## config.mk

```make
export PLATFORM = sky130hd
export DESIGN_NAME = id_ex_stage_reg
export DESIGN_NICKNAME = d
export VERILOG_FILES = /design/src/rtl/id_ex_stage_reg.sv
export SDC_FILE = /design/constraint.sdc
export NUM_CORES = 1
export LEC_CHECK = 0
export BUFFER_PORTS_ARGS = -buffer_cell sky130_fd_sc_hd__buf_2
export CAP_MARGIN = 20
export CORE_AREA = 4 4 122 124
export DETAILED_ROUTE_END_ITERATION = 10
export DIE_AREA = 0 0 126 128
export GPL_TIMING_DRIVEN = 0
export MAX_ROUTING_LAYER = met4
export PLACE_DENSITY = 0.74
export REMOVE_ABC_BUFFERS = 1
export SYNTH_ARGS = -nofsm -noshare
export SYNTH_HDL_FRONTEND = slang
export SYNTH_SLANG_ARGS = --single-unit
```

## constraint.sdc

```tcl
create_clock -name clk -period 1.75 [get_ports clk]
set_input_delay 0.175 -clock clk [delete_from_list [all_inputs] [get_ports clk]]
set_output_delay 0.175 -clock clk [all_outputs]
set_load 0.02 [all_outputs]
```

## src/rtl/id_ex_stage_reg.sv

```systemverilog
// ID/EX pipeline register for the ARM-subset 5-stage core.
// Supports stall, bubble insertion, sync reset and per-slot valid.
module id_ex_stage_reg #(
  parameter int WORD     = 32,
  parameter int REG_ADDR = 4
) (
  input  logic                clk,
  input  logic                rst,
  input  logic                freeze,
  input  logic                flush,
  input  logic                valid_in,
  input  logic [WORD-1:0]     pc_in,
  input  logic [WORD-1:0]     val_rn_in,
  input  logic [WORD-1:0]     val_rm_in,
  input  logic [11:0]         shift_operand_in,
  input  logic                imm_in,
  input  logic [23:0]         signed_imm_24_in,
  input  logic [3:0]          exe_cmd_in,
  input  logic                mem_r_en_in,
  input  logic                mem_w_en_in,
  input  logic                wb_en_in,
  input  logic                b_in,
  input  logic                s_in,
  input  logic [REG_ADDR-1:0] dest_in,
  input  logic [REG_ADDR-1:0] src1_in,
  input  logic [REG_ADDR-1:0] src2_in,
  input  logic [3:0]          status_in,
  output logic                valid_out,
  output logic [WORD-1:0]     pc_out,
  output logic [WORD-1:0]     val_rn_out,
  output logic [WORD-1:0]     val_rm_out,
  output logic [11:0]         shift_operand_out,
  output logic                imm_out,
  output logic [23:0]         signed_imm_24_out,
  output logic [3:0]          exe_cmd_out,
  output logic                mem_r_en_out,
  output logic                mem_w_en_out,
  output logic                wb_en_out,
  output logic                b_out,
  output logic                s_out,
  output logic [REG_ADDR-1:0] dest_out,
  output logic [REG_ADDR-1:0] src1_out,
  output logic [REG_ADDR-1:0] src2_out,
  output logic [3:0]          status_out,
  output logic                ld_st_out
);

  // Slot update: reset/bubble clear all, stall holds, else capture.
  // Side-effect controls are gated by valid_in so a bubble stays inert.
  always_ff @(posedge clk) begin
    if (rst || flush) begin
      valid_out         <= 1'b0;
      pc_out            <= '0;
      val_rn_out        <= '0;
      val_rm_out        <= '0;
      shift_operand_out <= '0;
      imm_out           <= 1'b0;
      signed_imm_24_out <= '0;
      exe_cmd_out       <= '0;
      mem_r_en_out      <= 1'b0;
      mem_w_en_out      <= 1'b0;
      wb_en_out         <= 1'b0;
      b_out             <= 1'b0;
      s_out             <= 1'b0;
      dest_out          <= '0;
      src1_out          <= '0;
      src2_out          <= '0;
      status_out        <= '0;
      ld_st_out         <= 1'b0;
    end else if (!freeze) begin
      valid_out         <= valid_in;
      pc_out            <= pc_in;
      val_rn_out        <= val_rn_in;
      val_rm_out        <= val_rm_in;
      shift_operand_out <= shift_operand_in;
      imm_out           <= imm_in;
      signed_imm_24_out <= signed_imm_24_in;
      exe_cmd_out       <= exe_cmd_in;
      mem_r_en_out      <= valid_in & mem_r_en_in;
      mem_w_en_out      <= valid_in & mem_w_en_in;
      wb_en_out         <= valid_in & wb_en_in;
      b_out             <= valid_in & b_in;
      s_out             <= valid_in & s_in;
      dest_out          <= dest_in;
      src1_out          <= src1_in;
      src2_out          <= src2_in;
      status_out        <= status_in;
      ld_st_out         <= valid_in & (mem_r_en_in | mem_w_en_in);
    end
  end

endmodule
```

# After elaboration in Yosys (flattened, before gate mapping)
# Index checks and enable logic that the tools add are counted.
[totals]
register_bits = 160
in_bits = 163
out_inout_bits = 160
[op_classes]
n_bitwise = 7
n_reduce_logical = 1
[ops]
columns = ["operator", "n"]
rows = [
  ["$and 1x1->1", 6],
  ["$logic_or 1x1->1", 1],
  ["$or 1x1->1", 1],
]

# Depth between registers and ports, before layout
[logic_depth]
word_depth = 2
mapped_depth = 5
depth_no_buf = 3

# Worst setup path before layout
# No wires, ideal clock.
[synth_timing]
path_type = "input to register"
from = "in freeze"
to = "reg signed_imm_24_out[16]"
arrival_time_ps = 851
setup_slack_ps = 771
stages = 5
cell_sequence = "buf_2 > buf_6 > buf_6 > mux2i_1 > nor2_1"
[synth_lines]
columns = ["element", "line", "rtl"]
rows = [
  ["start: declaration", "9", "input logic freeze,"],
  ["end signal: assignment", "77", "signed_imm_24_out <= signed_imm_24_in;"],
  ["end: declaration", "34", "output logic [23:0] signed_imm_24_out,"],
]

==> flow_summary.yaml <==
outcome:
  outcome: "finished clean"
layout:
  layout_commonest_cell: "sky130_fd_sc_hd__buf_2"
  layout.cells.most_common_list: "sky130_fd_sc_hd__buf_2 (321), sky130_fd_sc_hd__dfxtp_1 (160), sky130_fd_sc_hd__nor2_1 (159), sky130_fd_sc_hd__mux2i_1 (153), sky130_fd_sc_hd__dlygate4sd3_1 (142)"
  stdcell_area_mm2: 0.00932
  finish.cell_count_without_fillers: 1161
  n_antenna_cell: 0
  drive_above_1_share_pct: 36.3
  fillCellCount: 1002
  number_of_nets_in_the_final_layout: 1131
  layout_overhead_on_the_synthesized_area_pct: 63.2
synthesis:
  yosys_register_bits: 160
  synthDominantCellAreaShare_pct: 56.1
  leading_cell_types_by_total_area_after_synthesis: "sky130_fd_sc_hd__dfxtp_1 (56%), sky130_fd_sc_hd__mux2i_1 (27%), sky130_fd_sc_hd__nor2_1 (10%)"
  seq_area_frac_synth_pct: 56.1
  synthDominantAreaCellType: "sky130_fd_sc_hd__dfxtp_1"
  yosys_warnings: 0
  netlist_area_mm2: 0.00571
  synth_cells: 519
  synth.distinct_cells: 12
  avgSynthCellArea_um2: 11.0
placed_design:
  port_buffers: 322
  placed_cells_incl_taps: 987
  dp_hpwl_mm: 10.6
  globalplace.congestion: 0.756
  total_placed_instance_area_mm2: 0.00731
critical_path:
  cp-end-kind: "flip-flop"
  worst_ep_arrival_time_ps: 1820
  type_of_the_worst_setup_path: "primary input to flip-flop"
  critPathSlowestCell: "sky130_fd_sc_hd__buf_16"
  cp_cell_sequence: "buf_12, buf_16, and2b_1, a22oi_1, nor2_1"
  timing.critical_path.required_ps: 2000
  reg2reg_setup_slack_ps: 910
  worst-path-max-fanout: 85
  startpoint_type: "primary input"
  critPathMaxStageDelay_ps: 420
timing:
  maxSlewHeadroom_pct: 38.6
  worst_hold_slack_ps: 19.8
  final_min_period_over_clock_period_pct: 89.8
  grt_setup_unrepaired: "no"
  drv_slew: 0
  setup_viol: 0
  period_minus_slack_ps: 1570
  final-hold-violation-count: 0
  worstMarginPinSlew_ps: 921
  clock.fmax_mhz: 637
  fin_worst_skew_ps: 0
floorplan:
  die-area_mm2: 0.0161
  die_height_um: 128
  rows: 43
  core-area_mm2: 0.0138
  starting_density_of_the_core_pct: 41.5
  io-pin-count: 323
  die-width_um: 126
clocking:
  clock_sinks: 160
  htreeDepth: 4
  max-clock-path-buffers: 2
  clk_root_buffer_cell: "sky130_fd_sc_hd__clkbuf_16"
  later_pin_clock_latency_in_the_skew_report_ps: 410
  clkTransAtPathRegs_ps: 60
  clock_tree_from_tritoncts: "built"
  tritoncts.num_buffers: 17
power:
  cellPowerDensity_mw_per_mm2: 927
  leakage_nw: 4.84
  vdd.ir_drop.worst_mv: 0.546
global_route:
  grt_pass1_wl_mm: 28.5
  grt_antenna_before_repair: 0
  grt_util_all_layers_pct: 22.6
  grt_pass1_vias: 5721
  maximum_number_of_pins_on_one_net_before_global_route_repair: 86
  overflow: 0
route:
  drt-initial-drc-count: 206
  route.detailed.vias_per_inst: 4.75
  first_pass_iters: 4
  route.antenna.remaining_nets: 0
  route.detailed.wl_per_inst_um: 15.7
  remaining_drc_errors: 0
  via_count: 5520
  overall_routed_net_length_mm: 18.2
worst_hold_path:
  min_path_type: "primary input to flip-flop"
flow_run:
  maxCapViolCount: 0
-- area by class of cell --
cell class	instances	area, um^2	share of cell area (%)
repair buffers	466	3100	33.3
clock inverters	12	130	1.40
clock buffers	20	457	4.90
multi-input cells	323	2200	23.6
well taps	180	225	2.42
flip-flops and latches	160	3200	34.4
-- path summary, 6_finish.rpt --
path,start,to,cells after the start
min,status_in[3],status_out[3],3
max reg2reg,wb_en_out,wb_en_out,2
min reg2reg,ld_st_out,ld_st_out,2
max,freeze,wb_en_out,5
-- critical path, delay by kind of cell --
family / cells / cell delay (ps)
AND/OR/NAND/NOR: 2 / 430
AO/OA/AOI/OAI: 1 / 240
buffers and inverters: 2 / 790
-- state kept, by name, indices dropped and copies added, names as in the netlist, 4 cells and up --
name	flops
pc_out	32
val_rm_out	32
val_rn_out	32
signed_imm_24_out	24
shift_operand_out	12
dest_out	4
exe_cmd_out	4
src1_out	4
src2_out	4
status_out	4
-- routing by layer --
layer | part of all wire [%] | wire, um | track usage (%)
met2 | 52 | 9400 | 39.2
met1 | 37 | 6820 | 23.8
met4 | 4.2 | 767 | 11.8
met5 | 0 | 0 | -
met3 | 6.9 | 1260 | 5.79
-- synth_stat cells --
cell type	count
sky130_fd_sc_hd__dfxtp_1	160
sky130_fd_sc_hd__nor2_1	159
sky130_fd_sc_hd__mux2i_1	153
sky130_fd_sc_hd__buf_6	22
sky130_fd_sc_hd__buf_2	8
sky130_fd_sc_hd__clkbuf_1	6
sky130_fd_sc_hd__a22oi_1	5
sky130_fd_sc_hd__a21oi_1	2
sky130_fd_sc_hd__and2b_1	1
sky130_fd_sc_hd__nand2_1	1
sky130_fd_sc_hd__o21ai_0	1
sky130_fd_sc_hd__or2_1	1
-- repair_timing --
item / 4_1_cts / 5_1_grt
endpoints found under the hold margin: 142 / 0
gates resized for setup: 0 / 1
endpoints found under the setup margin: 0 / 1
buffers inserted: 0 / 0
hold buffers: 142 / 0
-- logic make-up after synthesis --
logic type / share of synthesized area [%]
muxes: 26.8
DFF: 56.1
AOI/OAI and AO/OA: 0.920
buffers and inverters: 5.43
and+or+nand+nor: 10.8
-- metrics by stage --
stage	TNS (ps)	utilization [%]	power, W	worst slack [ps]
finish	0	67.7	0.00864	179
global route	0	67.7	0.00897	113
CTS	0	67.6	0.00869	162
detailed placement	-2070	53.0	0.00479	-289
global placement	-467080	52.6	0.00483	-2940
floorplan	-209620	-	0.00434	-1310
-- where the power goes --
part | leakage [nW] | internal, W | switching (W)
combinational | 3.25 | 0.000609 | 0.000564
clock | 0.287 | 0.00218 | 0.00146
sequential | 1.30 | 0.00376 | 0.0000593
Note: power is estimated with default switching activity, not from simulation.
